===== src/rtl/therm_dac_seq.sv =====
// therm_dac_seq: thermometer-coded DAC level sequencer (ramp, sawtooth, triangle, hold)
module therm_dac_seq #(
    parameter int NBITS   = 4,
    parameter int DWELL_W = 4,
    localparam int LW     = $clog2(NBITS + 1)
) (
    input  logic               dac_clk,
    input  logic               dac_rst,
    input  logic               start,
    input  logic               stop,
    input  logic [1:0]         mode,
    input  logic [DWELL_W-1:0] dwell,
    input  logic [LW-1:0]      hold_level,
    output logic [NBITS-1:0]   b,
    output logic [LW-1:0]      level,
    output logic               busy,
    output logic               step,
    output logic               done
);

    typedef enum logic [1:0] {IDLE, UP, DOWN, HOLD} state_t;

    localparam logic [LW-1:0] MAXL = LW'(NBITS);

    state_t             state_q, state_d;
    logic [LW-1:0]      level_q, level_d;
    logic [NBITS-1:0]   b_q, b_d;
    logic [DWELL_W-1:0] cnt_q, cnt_d;
    logic [1:0]         mode_q, mode_d;
    logic [DWELL_W-1:0] dwell_q, dwell_d;
    logic [LW-1:0]      hold_q, hold_d;
    logic               busy_q, busy_d;
    logic               step_q, step_d;
    logic               done_q, done_d;

    logic               expired;
    logic [LW-1:0]      next_up, next_dn;

    assign expired = cnt_q == dwell_q;
    assign next_up = level_q + 1'b1;
    assign next_dn = level_q - 1'b1;

    assign b     = b_q;
    assign level = level_q;
    assign busy  = busy_q;
    assign step  = step_q;
    assign done  = done_q;

    // State and output registers; reset wins over every other input
    always_ff @(posedge dac_clk) begin
        if (dac_rst) begin
            state_q <= IDLE;
            level_q <= '0;
            b_q     <= '0;
            cnt_q   <= '0;
            mode_q  <= '0;
            dwell_q <= '0;
            hold_q  <= '0;
            busy_q  <= 1'b0;
            step_q  <= 1'b0;
            done_q  <= 1'b0;
        end else begin
            state_q <= state_d;
            level_q <= level_d;
            b_q     <= b_d;
            cnt_q   <= cnt_d;
            mode_q  <= mode_d;
            dwell_q <= dwell_d;
            hold_q  <= hold_d;
            busy_q  <= busy_d;
            step_q  <= step_d;
            done_q  <= done_d;
        end
    end

    // Next-state logic; the registered outputs are computed from the next level
    always_comb begin
        state_d = state_q;
        level_d = level_q;
        cnt_d   = cnt_q;
        mode_d  = mode_q;
        dwell_d = dwell_q;
        hold_d  = hold_q;
        busy_d  = busy_q;
        step_d  = 1'b0;
        done_d  = 1'b0;
        case (state_q)
            IDLE: begin
                if (start && !stop) begin
                    mode_d  = mode;
                    dwell_d = dwell;
                    hold_d  = hold_level > MAXL ? MAXL : hold_level;
                    busy_d  = 1'b1;
                    level_d = '0;
                    cnt_d   = '0;
                    state_d = mode == 2'b11 ? HOLD : UP;
                end
            end
            UP: begin
                if (!expired) begin
                    cnt_d = cnt_q + 1'b1;
                end else begin
                    cnt_d = '0;
                    if (level_q == MAXL) begin
                        level_d = '0;
                        if (mode_q == 2'b00) begin
                            busy_d  = 1'b0;
                            done_d  = 1'b1;
                            state_d = IDLE;
                        end else begin
                            step_d = 1'b1;
                        end
                    end else begin
                        level_d = next_up;
                        step_d  = 1'b1;
                        state_d = (mode_q == 2'b10 && next_up == MAXL) ? DOWN : UP;
                    end
                end
            end
            DOWN: begin
                if (!expired) begin
                    cnt_d = cnt_q + 1'b1;
                end else begin
                    cnt_d   = '0;
                    level_d = next_dn;
                    step_d  = 1'b1;
                    state_d = next_dn == '0 ? UP : DOWN;
                end
            end
            HOLD: begin
                if (level_q != hold_q) begin
                    level_d = hold_q;
                    step_d  = 1'b1;
                end
            end
            default: state_d = IDLE;
        endcase
        // Abort overrides whatever the running sequence wanted to do
        if (busy_q && stop) begin
            state_d = IDLE;
            level_d = '0;
            cnt_d   = '0;
            busy_d  = 1'b0;
            step_d  = 1'b0;
            done_d  = 1'b1;
        end
        b_d = ~({NBITS{1'b1}} << level_d);
    end

endmodule


===== config.mk =====
export PLATFORM = sky130hd
export DESIGN_NAME = therm_dac_seq
export DESIGN_NICKNAME = d
export VERILOG_FILES = /design/src/rtl/therm_dac_seq.sv
export SDC_FILE = /design/constraint.sdc
export NUM_CORES = 1
export LEC_CHECK = 0
export ABC_AREA = 1
export CAP_MARGIN = 20
export CORE_AREA = 2 2 78 80
export CTS_CLUSTER_DIAMETER = 200
export DETAILED_ROUTE_END_ITERATION = 10
export DIE_AREA = 0 0 80 82
export GPL_TIMING_DRIVEN = 1
export PLACE_DENSITY = 0.49
export SLEW_MARGIN = 40
export SYNTH_ARGS = -nofsm -noshare
export SYNTH_HDL_FRONTEND = slang
export SYNTH_SLANG_ARGS = --single-unit

===== constraint.sdc =====
create_clock -name dac_clk -period 4.4 [get_ports dac_clk]
set_input_delay 1.32 -clock dac_clk [delete_from_list [all_inputs] [get_ports dac_clk]]
set_output_delay 1.32 -clock dac_clk [all_outputs]
set_load 0.03 [all_outputs]

Yosys cells after proc, flatten, opt, wreduce, memory -nomap -nowiden:

Cells that the tools add are included.

* add/sub/neg operators: 3
* order comparisons: 1
* eq/ne operators: 15
* shifts and indexed selects: 1
* multiplexer cells: 36
* bitwise logic cells: 1
* reductions and logical operators: 16

Operators by type and width (count)
* 3-bit 2-to-1 mux: 7
* 2-bit 2-to-1 mux: 8
* 1-bit 2-to-1 mux: 14
* 3-bit one-hot mux with 4 select lines: 1
* 2-bit != test, second input constant: 5
* 5-bit AND reduction: 2
* 2-bit == test, second input constant: 4
* 4-bit 2-to-1 mux: 2
* 4-bit one-hot mux with 2 select lines: 1
* 3-bit == test, second input constant: 2
* 2-bit one-hot mux with 3 select lines: 1
* 4-bit by 1-bit adder with 4-bit output, second input constant: 1
* 4-bit == test: 1
* 2-bit zero test: 2
* 4-bit NOT: 1
* 2-bit AND reduction: 2
* 2-bit nonzero test: 2
* 2-bit OR reduction: 2
* 4-bit by 3-bit left shift with 4-bit output, first input constant: 1
* 3-bit by 1-bit adder with 3-bit output, second input constant: 1
* 3-bit > comparator, second input constant: 1
* 1-bit logical AND: 3
* 3-bit zero test: 1
* 3-bit != test: 1
* other kinds (7): 7

* bits in registers: 25
* input port bits: 13
* output and inout bits: 10
* word-level logic and storage cells: 83

Longest topological paths before layout:

* depth after elaboration: 7
* gate-level depth with buffers: 15

Worst setup path after synthesis:

OpenSTA, ideal clock, no wires.

* kind: input port to flip-flop
* from: in start
* to: reg state_q[0]
* setup time: 0.116 ns
* arrival: 2.096 ns
* data required time: 4.284 ns
* path slack: 2.188 ns
* stages: 7
* path buffers: 0
* path through: inv_1 nor2_1 nor2_1 a211oi_1 nand2_1 o21ai_0 nor2_1

* word-level cells in the longest chain between the ends: 3

Ends and longest elaborated chain
* start: declaration: RTL line 9 `input logic start,`
* 1-bit logical AND: RTL line 89 `if (start && !stop) begin`
* 2-bit != test (no source line)
* 5-bit AND reduction (no source line)
* end signal: assignment: RTL line 63 `state_q <= state_d;`
* end: declaration: RTL line 25 `state_t state_q, state_d;`

No other way between the ends.
A chain may end at the register's enable or synchronous reset.

==> implementation parameters <==
Parameter                              Value

Pwr
  IR drop worst, VDD ... 159.7 uV
  Power density over the cells ... 533.1 nW/um^2
  Leakage power figure ... 0.0007868 uW

Route
  WL final ... 3375 microns
  Initial DRT Pass Iterations ... 4
  Per-cell via count in the routed design ... 4.455
  DRC marker count from the first detailed-route iteration ... 31
  Average routed wire per standard cell ... 11.36 microns
  Antenna Nets Post-Route ... 0
  Routed via count ... 1323
  Number of DRC violations after detailed routing ... 0

Critical path
  WP data arrival ... 1.51 ns
  Required time at the endpoint of the critical path ... 3.08 ns
  Kind of capture point of the worst setup path ... output port
  Delay of the slowest cell on the worst path ... 0.73 ns
  Kind of start point of the critical path ... flop
  Top fanout value on the critical path ... 8
  Standard cell with the maximum stage delay on the critical path ... sky130_fd_sc_hd__clkdlybuf4s50_1
  Critical path cell sequence ... clkdlybuf4s50_1
  Crit path buf inv count ... 1
  Category of the most critical setup path ... reg -> out
  Cell family with the largest share of critical-path delay ... buffers and inverters

Timing
  Clock Skews ... 0.004447 ns
  Final Max Slew Viols ... 0
  Worst slew pin tran ... 0.4426 ns
  Number of hold violations in the final report ... 0
  Clock period minus final worst setup slack ... 2.829 ns
  Number of endpoints failing setup at the final stage ... 0
  Maximum achievable frequency ... 353.5 MHz
  Period utilization ... 64.30%
  Setup repair after global routing missed its margin ... no
  Setup Total Neg Slack ... 0 ns
  Relative slew slack ... 70.39%

Placed design
  Final HPWL DP ... 2719 microns
  Gpl congestion ... 0.7805
  Placed Area ... 1680 sq um
  Number of buffer cells added on primary ports ... 22

Clock network
  Number of buffers added by the clock tree synthesis step ... 3
  Post_cts resized ... 0
  Clock tree from TritonCTS ... done
  CTS Hold Buffers Added ... 0
  Max Root-Sink Buffers ... 2
  CTS H-tree depth ... 1
  Post-CTS Setup Inserts ... 0
  Worst skew pair latency ... 0.27 ns
  Clock root buffer master ... sky130_fd_sc_hd__clkbuf_8
  Sinks on the clock net ... 24
  Clock slew seen by the registers of the worst setup and hold paths ... 0.09 ns

Worst hold path
  Hold Crit Class ... reg -> reg

Die
  Die extent in x ... 80 microns
  Ports ... 23
  Core Area ... 5746 sq um
  Die area ... 6560 sq um
  Placement row count ... 28
  Die Ht ... 82 microns
  Starting density of the core ... 24.19%

Logic synthesis
  Yosys synthesis warning count ... 0
  Post-Syn Nets ... 224
  Number of instances in the synthesized netlist ... 201
  Netlist cell types ... 26
  Syn_area_per_cell ... 6.916 sq um
  Number of storage elements in the synthesis netlist ... 24
  Post-Syn Area ... 1390 sq um
  Seq/Total Area, Yosys ... 34.56%

GRT
  Antenna violations before repair ... 0
  Total gr overflow ... 0
  Via count of the first global-routing pass ... 1283
  Pin count of the biggest net entering global routing ... 16
  Total track usage ... 11.38%
  Wire length of the first global-routing pass ... 5761 microns

Cells and area
  Finished Cell Area ... 1722 sq um
  Filler cells ... 659
  Antenna cells ... 0
  Share of cells above drive strength 1 ... 6.306%
  Layout overhead on the synthesized area ... 23.85%
  Final nets ... 247

Run status
  Status ... completed

Job
  Max-Cap Viols ... 0
[per-stage QoR]
stage                     hold WS [ns]  instances  setup slack (ns)  total power (uW)  utilization, %
final                           0.4769        297             1.571             917.8           29.97
after global routing            0.5100        297             1.422              1004           29.97
after CTS                       0.4826        297             1.554             928.7           29.97
after detailed placement        0.4682        294             1.353             791.9           29.25
after global placement          0.4607        294             1.441             794.9           29.25
after floorplan                 0.4433        201             2.188             653.4               -
[layer usage]
metal  wire [microns]  vias to the layer above  global-route usage (%)
li1                 -                      687                       -
met3               99                        7                   2.418
met2             1627                       18                   19.42
met4               80                        0                   4.915
met1             1567                      611                   13.82
met5                0                        -                       0
[kinds of logic (layout without fill, tap and decap cells)]
kind of cell    Yosys count  count (layout)  share of synthesized area [%]
fa+ha+maj                10              10                          9.001
buf+inv                  35              56                          10.08
flops                    24              24                          34.56
xor+xnor                  6               6                          3.780
simple gates             84              84                          25.47
compound gates           42              42                          17.10
[Yosys cell counts, drive strengths merged]
master | count | area, sq um
dfxtp | 24 | 480.5
o21a | 1 | 7.510
a31oi | 1 | 6.260
inv | 31 | 116.4
buf | 2 | 15.01
xnor2 | 1 | 8.760
a21oi | 18 | 90.09
a311oi | 1 | 8.760
o21ai | 16 | 87.59
ha | 10 | 125.1
a211oi | 2 | 15.01
nor2 | 12 | 50.05
xor2 | 5 | 43.79
nand3 | 8 | 45.04
nand2 | 58 | 225.2
clkbuf | 2 | 8.750
nand4 | 3 | 18.77
o211ai | 1 | 7.510
nor3 | 3 | 15.01
o31ai | 2 | 15.01
[area by class of cell]
class	instances	area, sq um	share of cell area, %
clock buffer	3	41.29	2.398
inverter	31	116.4	6.759
multi-input combinational	142	769.5	44.69
sequential	24	480.5	27.91
tap	75	93.84	5.451
timing repair buffer	22	220.2	12.79
[power by group]
part / switching (uW) / total, uW / leakage [uW] / internal (uW)
clock: 71.9 / 133 / 0.0000216 / 61.4
combinational: 313 / 486 / 0.000570 / 172
sequential: 38.3 / 299 / 0.000196 / 261
[sequential cells by signal, indices dropped and copies added (netlist names), 2 cells and up]
signal	cells
hold_q	3
state_q	2
b	3
mode_q	2
dwell_q	4
cnt_q	4
level	3
[path summary, 6_finish.rpt]
check                                 end  slack, ns  depth (start not counted)                    start
setup / recovery                     b[3]       1.57                          1      level[2]$_SDFF_PP0_
hold / removal    dwell_q[0]$_SDFFE_PP0P_       0.48                          2  dwell_q[0]$_SDFFE_PP0P_
setup reg to reg          b[0]$_SDFF_PP0_       2.46                         15      level[0]$_SDFF_PP0_
hold reg to reg   dwell_q[0]$_SDFFE_PP0P_       0.48                          2  dwell_q[0]$_SDFFE_PP0P_
[placed cells by master (no fill, tap or decap), drive strengths merged]
cell            n
o31ai           2
o21ai          16
a31oi           1
xor2            5
nor2           12
nand3           8
a311oi          1
a211oi          2
o21a            1
dfxtp          24
clkdlybuf4s50  22
nor3            3
inv            31
ha             10
nand2          58
xnor2           1
o211ai          1
clkbuf          3
a21oi          18
nand4           3
No activity file was read; power rests on OpenSTA's default activity.
